--- config.mk ---
export PLATFORM = sky130hd
export DESIGN_NAME = dac_spi_out
export DESIGN_NICKNAME = d
export VERILOG_FILES = /design/src/rtl/vector_pkg.sv /design/src/rtl/spi_frame_tx.sv /design/src/rtl/dac_spi_out.sv
export SDC_FILE = /design/constraint.sdc
export NUM_CORES = 1
export LEC_CHECK = 0
export ABC_AREA = 1
export BUFFER_PORTS_ARGS = -buffer_cell sky130_fd_sc_hd__clkbuf_2
export CORE_ASPECT_RATIO = 1.2
export CORE_UTILIZATION = 63
export CTS_CLUSTER_SIZE = 14
export DETAILED_ROUTE_END_ITERATION = 10
export PLACE_DENSITY = 0.83
export SLEW_MARGIN = 5
export SYNTH_ARGS = -nofsm -noshare
export SYNTH_HDL_FRONTEND = slang
export SYNTH_SLANG_ARGS = --single-unit
--- constraint.sdc ---
create_clock -name clk -period 3.15 [get_ports clk]
set_clock_uncertainty 0.2 [all_clocks]
set_input_delay 0.315 -clock clk [delete_from_list [all_inputs] [get_ports clk]]
set_output_delay 0.315 -clock clk [all_outputs]
set_load 0.02 [all_outputs]
--- src/rtl/vector_pkg.sv ---
// rtl/vector_pkg.sv - shared DAC constants, MCP4822 frame layout and the dac_spi_out state type
package vector_pkg;

  localparam int DAC_BITS    = 12;
  localparam int SPI_FRAME_W = 16;

  localparam int CH_BIT   = 15;
  localparam int BUF_BIT  = 14;
  localparam int GA_BIT   = 13;
  localparam int SHDN_BIT = 12;

  typedef enum logic [2:0] {IDLE, LOAD_X, LOAD_Y, SHIFT, GAP, LDAC} dac_state_t;

  // Unbuffered reference, 1x gain, output active; data occupies the low DAC_BITS bits.
  function automatic logic [SPI_FRAME_W-1:0] dac_frame(input logic ch,
                                                       input logic [DAC_BITS-1:0] data);
    logic [SPI_FRAME_W-1:0] f;
    f           = '0;
    f[CH_BIT]   = ch;
    f[BUF_BIT]  = 1'b0;
    f[GA_BIT]   = 1'b1;
    f[SHDN_BIT] = 1'b1;
    f[DAC_BITS-1:0] = data;
    return f;
  endfunction

endpackage

--- src/rtl/spi_frame_tx.sv ---
// rtl/spi_frame_tx.sv - shifts one 16-bit frame MSB first, CLK_DIV clk cycles per sclk half-period
module spi_frame_tx
  import vector_pkg::*;
#(
  parameter int CLK_DIV = 4
) (
  input  logic                   clk,
  input  logic                   rst,
  input  logic                   start,
  input  logic [SPI_FRAME_W-1:0] frame,
  output logic                   sclk,
  output logic                   mosi,
  output logic                   done
);

  localparam int CW = (CLK_DIV > 1) ? $clog2(CLK_DIV) : 1;
  localparam int BW = $clog2(SPI_FRAME_W);

  logic [CW-1:0]          div_cnt;
  logic                   phase;
  logic [BW-1:0]          bit_cnt;
  logic                   active;
  logic [SPI_FRAME_W-1:0] shreg;
  logic                   div_end;

  assign div_end = (div_cnt == CW'(CLK_DIV - 1));
  assign done    = active & phase & div_end & (bit_cnt == BW'(SPI_FRAME_W - 1));
  assign sclk    = active & phase;
  assign mosi    = shreg[SPI_FRAME_W-1];

  always_ff @(posedge clk) begin
    if (rst) begin
      div_cnt <= '0;
      phase   <= 1'b0;
      bit_cnt <= '0;
      active  <= 1'b0;
      shreg   <= '0;
    end else if (start) begin
      div_cnt <= '0;
      phase   <= 1'b0;
      bit_cnt <= '0;
      active  <= 1'b1;
      shreg   <= frame;
    end else if (active) begin
      if (div_end) begin
        div_cnt <= '0;
        phase   <= ~phase;
        // End of a high phase is the sclk falling edge: advance to the next bit there.
        if (phase) begin
          shreg   <= {shreg[SPI_FRAME_W-2:0], 1'b0};
          bit_cnt <= bit_cnt + 1'b1;
          if (bit_cnt == BW'(SPI_FRAME_W - 1)) active <= 1'b0;
        end
      end else begin
        div_cnt <= div_cnt + 1'b1;
      end
    end
  end

endmodule

--- src/rtl/dac_spi_out.sv ---
// rtl/dac_spi_out.sv - writes each (x, y) pair to a dual 12-bit SPI DAC, X then Y, then one LDAC pulse
// Build option: define DAC_INVERT_Y_EN to send the Y sample bit-inverted.
module dac_spi_out
  import vector_pkg::*;
#(
  parameter int DAC_WIDTH = 8,
  parameter int DAC_BITS  = 12,
  parameter int CLK_DIV   = 4,
  parameter int CS_GAP    = 2
) (
  input  logic                 clk,
  input  logic                 rst,
  input  logic [DAC_WIDTH-1:0] x_in,
  input  logic [DAC_WIDTH-1:0] y_in,
  input  logic                 valid_in,
  output logic                 ready_out,
  output logic                 sclk,
  output logic                 mosi,
  output logic                 cs_n,
  output logic                 ldac_n,
  output logic                 busy
);

  dac_state_t             state, next;
  logic [15:0]            cnt;
  logic                   ch_y;
  logic [DAC_WIDTH-1:0]   x_lat, y_lat, y_samp;
  logic [DAC_BITS-1:0]    x_word, y_word;
  logic [SPI_FRAME_W-1:0] x_frame, y_frame, tx_frame;
  logic                   tx_start, tx_sclk, tx_mosi, tx_done;

`ifdef DAC_INVERT_Y_EN
  assign y_samp = ~y_lat;
`else
  assign y_samp = y_lat;
`endif

  // Samples are left-aligned in the DAC word; pad bits are always zero.
  assign x_word   = DAC_BITS'(x_lat) << (DAC_BITS - DAC_WIDTH);
  assign y_word   = DAC_BITS'(y_samp) << (DAC_BITS - DAC_WIDTH);
  assign x_frame  = dac_frame(1'b0, x_word);
  assign y_frame  = dac_frame(1'b1, y_word);
  assign tx_frame = (state == LOAD_Y) ? y_frame : x_frame;
  assign tx_start = (state == LOAD_X) || (state == LOAD_Y);

  spi_frame_tx #(.CLK_DIV(CLK_DIV)) u_tx (
    .clk   (clk),
    .rst   (rst),
    .start (tx_start),
    .frame (tx_frame),
    .sclk  (tx_sclk),
    .mosi  (tx_mosi),
    .done  (tx_done)
  );

  always_ff @(posedge clk) begin
    if (rst) begin
      state <= IDLE;
      cnt   <= '0;
      ch_y  <= 1'b0;
      x_lat <= '0;
      y_lat <= '0;
    end else begin
      state <= next;
      cnt   <= (next != state) ? '0 : cnt + 16'd1;
      if (state == IDLE && valid_in) begin
        x_lat <= x_in;
        y_lat <= y_in;
      end
      if (state == LOAD_X)      ch_y <= 1'b0;
      else if (state == LOAD_Y) ch_y <= 1'b1;
    end
  end

  always_comb begin
    next      = state;
    cs_n      = 1'b1;
    ldac_n    = 1'b1;
    sclk      = 1'b0;
    mosi      = 1'b0;
    busy      = (state != IDLE);
    ready_out = (state == IDLE);
    case (state)
      IDLE:   if (valid_in) next = LOAD_X;
      LOAD_X, LOAD_Y: begin
        next = SHIFT;
        cs_n = 1'b0;
        mosi = tx_frame[SPI_FRAME_W-1];
      end
      SHIFT: begin
        if (tx_done) next = GAP;
        cs_n = 1'b0;
        sclk = tx_sclk;
        mosi = tx_mosi;
      end
      GAP:    if (cnt == 16'(CS_GAP - 1)) next = ch_y ? LDAC : LOAD_Y;
      LDAC: begin
        if (cnt == 16'(2 * CLK_DIV - 1)) next = IDLE;
        ldac_n = 1'b0;
      end
      default: next = IDLE;
    endcase
    // Reset aborts at once: the bus is released and no LDAC pulse escapes.
    if (rst) begin
      cs_n      = 1'b1;
      ldac_n    = 1'b1;
      sclk      = 1'b0;
      mosi      = 1'b0;
      busy      = 1'b0;
      ready_out = 1'b0;
    end
  end

endmodule
==> flow_metrics.py <==
metrics = {
    "floorplan": {
        "io_pins": 25,
        "row_count": 25,
        "die_y_um": 72.8,
        "core_um2": 3970,
        "start_util_pct": 66.3,
        "dieArea_um2": 4440,
        "die_w_um": 61.0,
    },
    "clocking": {
        "htree_levels": 2,
        "insertion_delay_ps": 310,
        "cts-hold-fix-buffers": 0,
        "cts_made_buffers": 5,
        "clkSlewWorstSetupHoldPaths_ps": 90,
        "cts-root-buf": "clkbuf_8",
        "post-cts-setup-buffer-count": 0,
        "cts_tree": "built",
        "cts_sinks": 56,
        "clock_path_buffers": 2,
        "cts.repair.resized": 0,
    },
    "timing": {
        "period_minus_slack_ps": 2440,
        "fin_crit_sh_pct": 77.5,
        "finalHoldViolCount": 0,
        "clock.fmax_ghz": 0.410,
        "final.setup.tns_ps": 0,
        "maxSlewViolCount": 0,
        "tightest_slew_ps": 483,
        "setup_viol": 0,
        "hold_ws_ps": 74.0,
        "max_slew_margin_pct": 67.7,
        "rsz0062_at_grt": "no",
    },
    "detailed_routing": {
        "met3_wirelength_um": 157,
        "ant_nets": 0,
        "wl_per_cell_um": 12.4,
        "top_layer": "met4",
        "drc": 0,
        "wl_met1_um": 2260,
        "wl_um": 5140,
        "wl_met2_um": 2610,
        "firstDrtPassIters": 4,
        "via_per_inst": 5.32,
        "dr.first_iter.drc_count": 128,
        "via_count": 2212,
    },
    "cells_and_area": {
        "fillers": 346,
        "drive_gt1_share_pct": 18.0,
        "regArea_um2": 1120,
        "nets": 384,
        "final_util_pct": 72.2,
        "insertedDiodeCount": 0,
        "fin_area_um2": 2870,
        "multi_input_area_um2": 1290,
        "fin_cells": 416,
        "syn2layout_area_growth_pct": 8.89,
    },
    "placed_design": {
        "io_buffers": 24,
        "place.gp.congestion": 0.927,
        "dpl_cell_area_um2": 2780,
        "place_inst": 408,
        "dp_hpwl_um": 3760,
    },
    "yosys": {
        "synth_nets": 362,
        "syn_area_um2": 2630,
        "syn_inst": 339,
        "yosysSeqAreaShare_pct": 42.6,
        "async_flop_share_pct": 0,
        "ys.flop_type": "dfxtp_1",
        "ys_warn_count": 0,
        "ys_seq_elements": 56,
        "ys_types": 28,
        "synth-edff-count": 0,
        "syn_avg_cell_area_um2": 7.77,
    },
    "grt": {
        "grt_usage_pct": 26.4,
        "grt_antenna_before_repair": 0,
        "grt_overflow": 0,
        "grt_max_degree": 32,
        "grt_pass1_wl_um": 8720,
        "grt_pass1_vias": 2036,
    },
    "run_status": {
        "outcome": "complete, no violations",
    },
    "power": {
        "ir_worst_vdd_uv": 454,
        "p_per_area_nw_per_um2": 677,
        "p_leak_nw": 1.09,
    },
    "critical_path": {
        "rrSetupSlack_ps": 710,
        "crit_type": "register to register",
        "critical_path.max_fanout": 16,
        "crit_arrival_ps": 2480,
        "start_kind": "register",
        "critPathRequiredTime_ps": 3190,
        "crit_path_end_kind": "register",
    },
    "hold_path": {
        "hold_class": "primary input to register",
    },
    "job": {
        "drv_cap": 0,
    },
}
-- cell usage in the layout (no fill, tap or decap), drive strengths merged, types with 4 or more instances in the layout --
cell and instances:
dfxtp 56, nor3 9, nand2 52, xor2 8
nor2 43, nand3 19, xnor2 6, clkbuf 32
o22ai 6, a21oi 48, ha 4, inv 42
o21ai 27
-- logic make-up (layout without fill, tap and decap cells) --
family,after synthesis,after routing,synth area share (%)
AOI/OAI and AO/OA,83,83,16.5
and+or+nand+nor,128,128,26.0
buffers and inverters,54,77,8.41
xor gates and xnor gates,14,14,4.66
DFF,56,56,42.6
adders and majority gates,4,4,1.90
-- Yosys cell counts (2+ instances only) --
master	n	area (um2)
dfxtp_1	56	1120
a21oi_1	46	230
nand2_4	3	33.8
nor2_2	5	31.3
clkbuf_1	9	33.8
ha_1	4	50.1
a21oi_2	2	17.5
nand2_2	3	18.8
nor4_1	2	12.5
nor2_1	27	101
nor3_1	9	45.0
xnor2_1	6	52.6
o22ai_1	6	37.5
inv_1	37	139
nand2_1	46	173
nand3_1	16	80.1
xor2_1	8	70.1
nand4_1	3	18.8
nand3_4	2	35.0
nor2_4	11	124
inv_2	5	18.8
o21ai_0	27	135
-- sequential cells by signal (all words and copies together), names as in the netlist --
register and flops:
cnt 16, u_tx.bit_cnt 4, state 3, x_lat 8, u_tx.active 1, u_tx.shreg 12, ch_y 1, y_lat 8
u_tx.phase 1, u_tx.div_cnt 2
-- through the flow --
step	total power, W	setup WS (ps)
6_report	0.00194	710
5_1_grt	0.00205	538
4_1_cts	0.00194	722
3_5_place_dp	0.00155	744
3_3_place_gp	0.00152	926
2_1_floorplan	0.00143	1260
-- where the power goes --
| part | internal, W | switching (W) | total, W |
|---|---|---|---|
| registers | 0.000831 | 0.0000658 | 0.000896 |
| clock network | 0.000180 | 0.000219 | 0.000399 |
| logic | 0.000196 | 0.000449 | 0.000646 |
| total | 0.00121 | 0.000734 | 0.00194 |
-- layout make-up --
class / instances / area share (%)
Multi-Input combinational cell: 229 / 45.0
Sequential cell: 56 / 39.1
Inverter: 43 / 5.67
Timing Repair Buffer: 26 / 4.71
Clock buffer: 8 / 3.14
Tap cell: 54 / 2.36
-- worst max-delay path: stages, from the launching register on --
cell and delay, ps:
dfxtp_1 370, ha_1 250, nand2_1 100, nor2_2 90, buf_4 180, nand2_1 120
nand2_1 130, nand3_4 80, nor2_4 140, nand3_1 110, nand2_2 110, nand3_4 290
nor2_1 200
-- metal layers --
layer	vias up	global-route usage, %
met5	-	0
met4	0	10.6
met3	11	5.50
met2	40	46.0
met1	1012	30.8
li1	1149	-
-- worst paths after layout --
kind	start	end	cells after the start
max	u_tx.div_cnt[0]	cnt[3]	12
min	y_in[1]	y_lat[1]	3
max reg2reg	u_tx.div_cnt[0]	cnt[3]	12
min reg2reg	x_lat[7]	x_lat[7]	2
No activity file was read; power rests on OpenSTA's default activity.
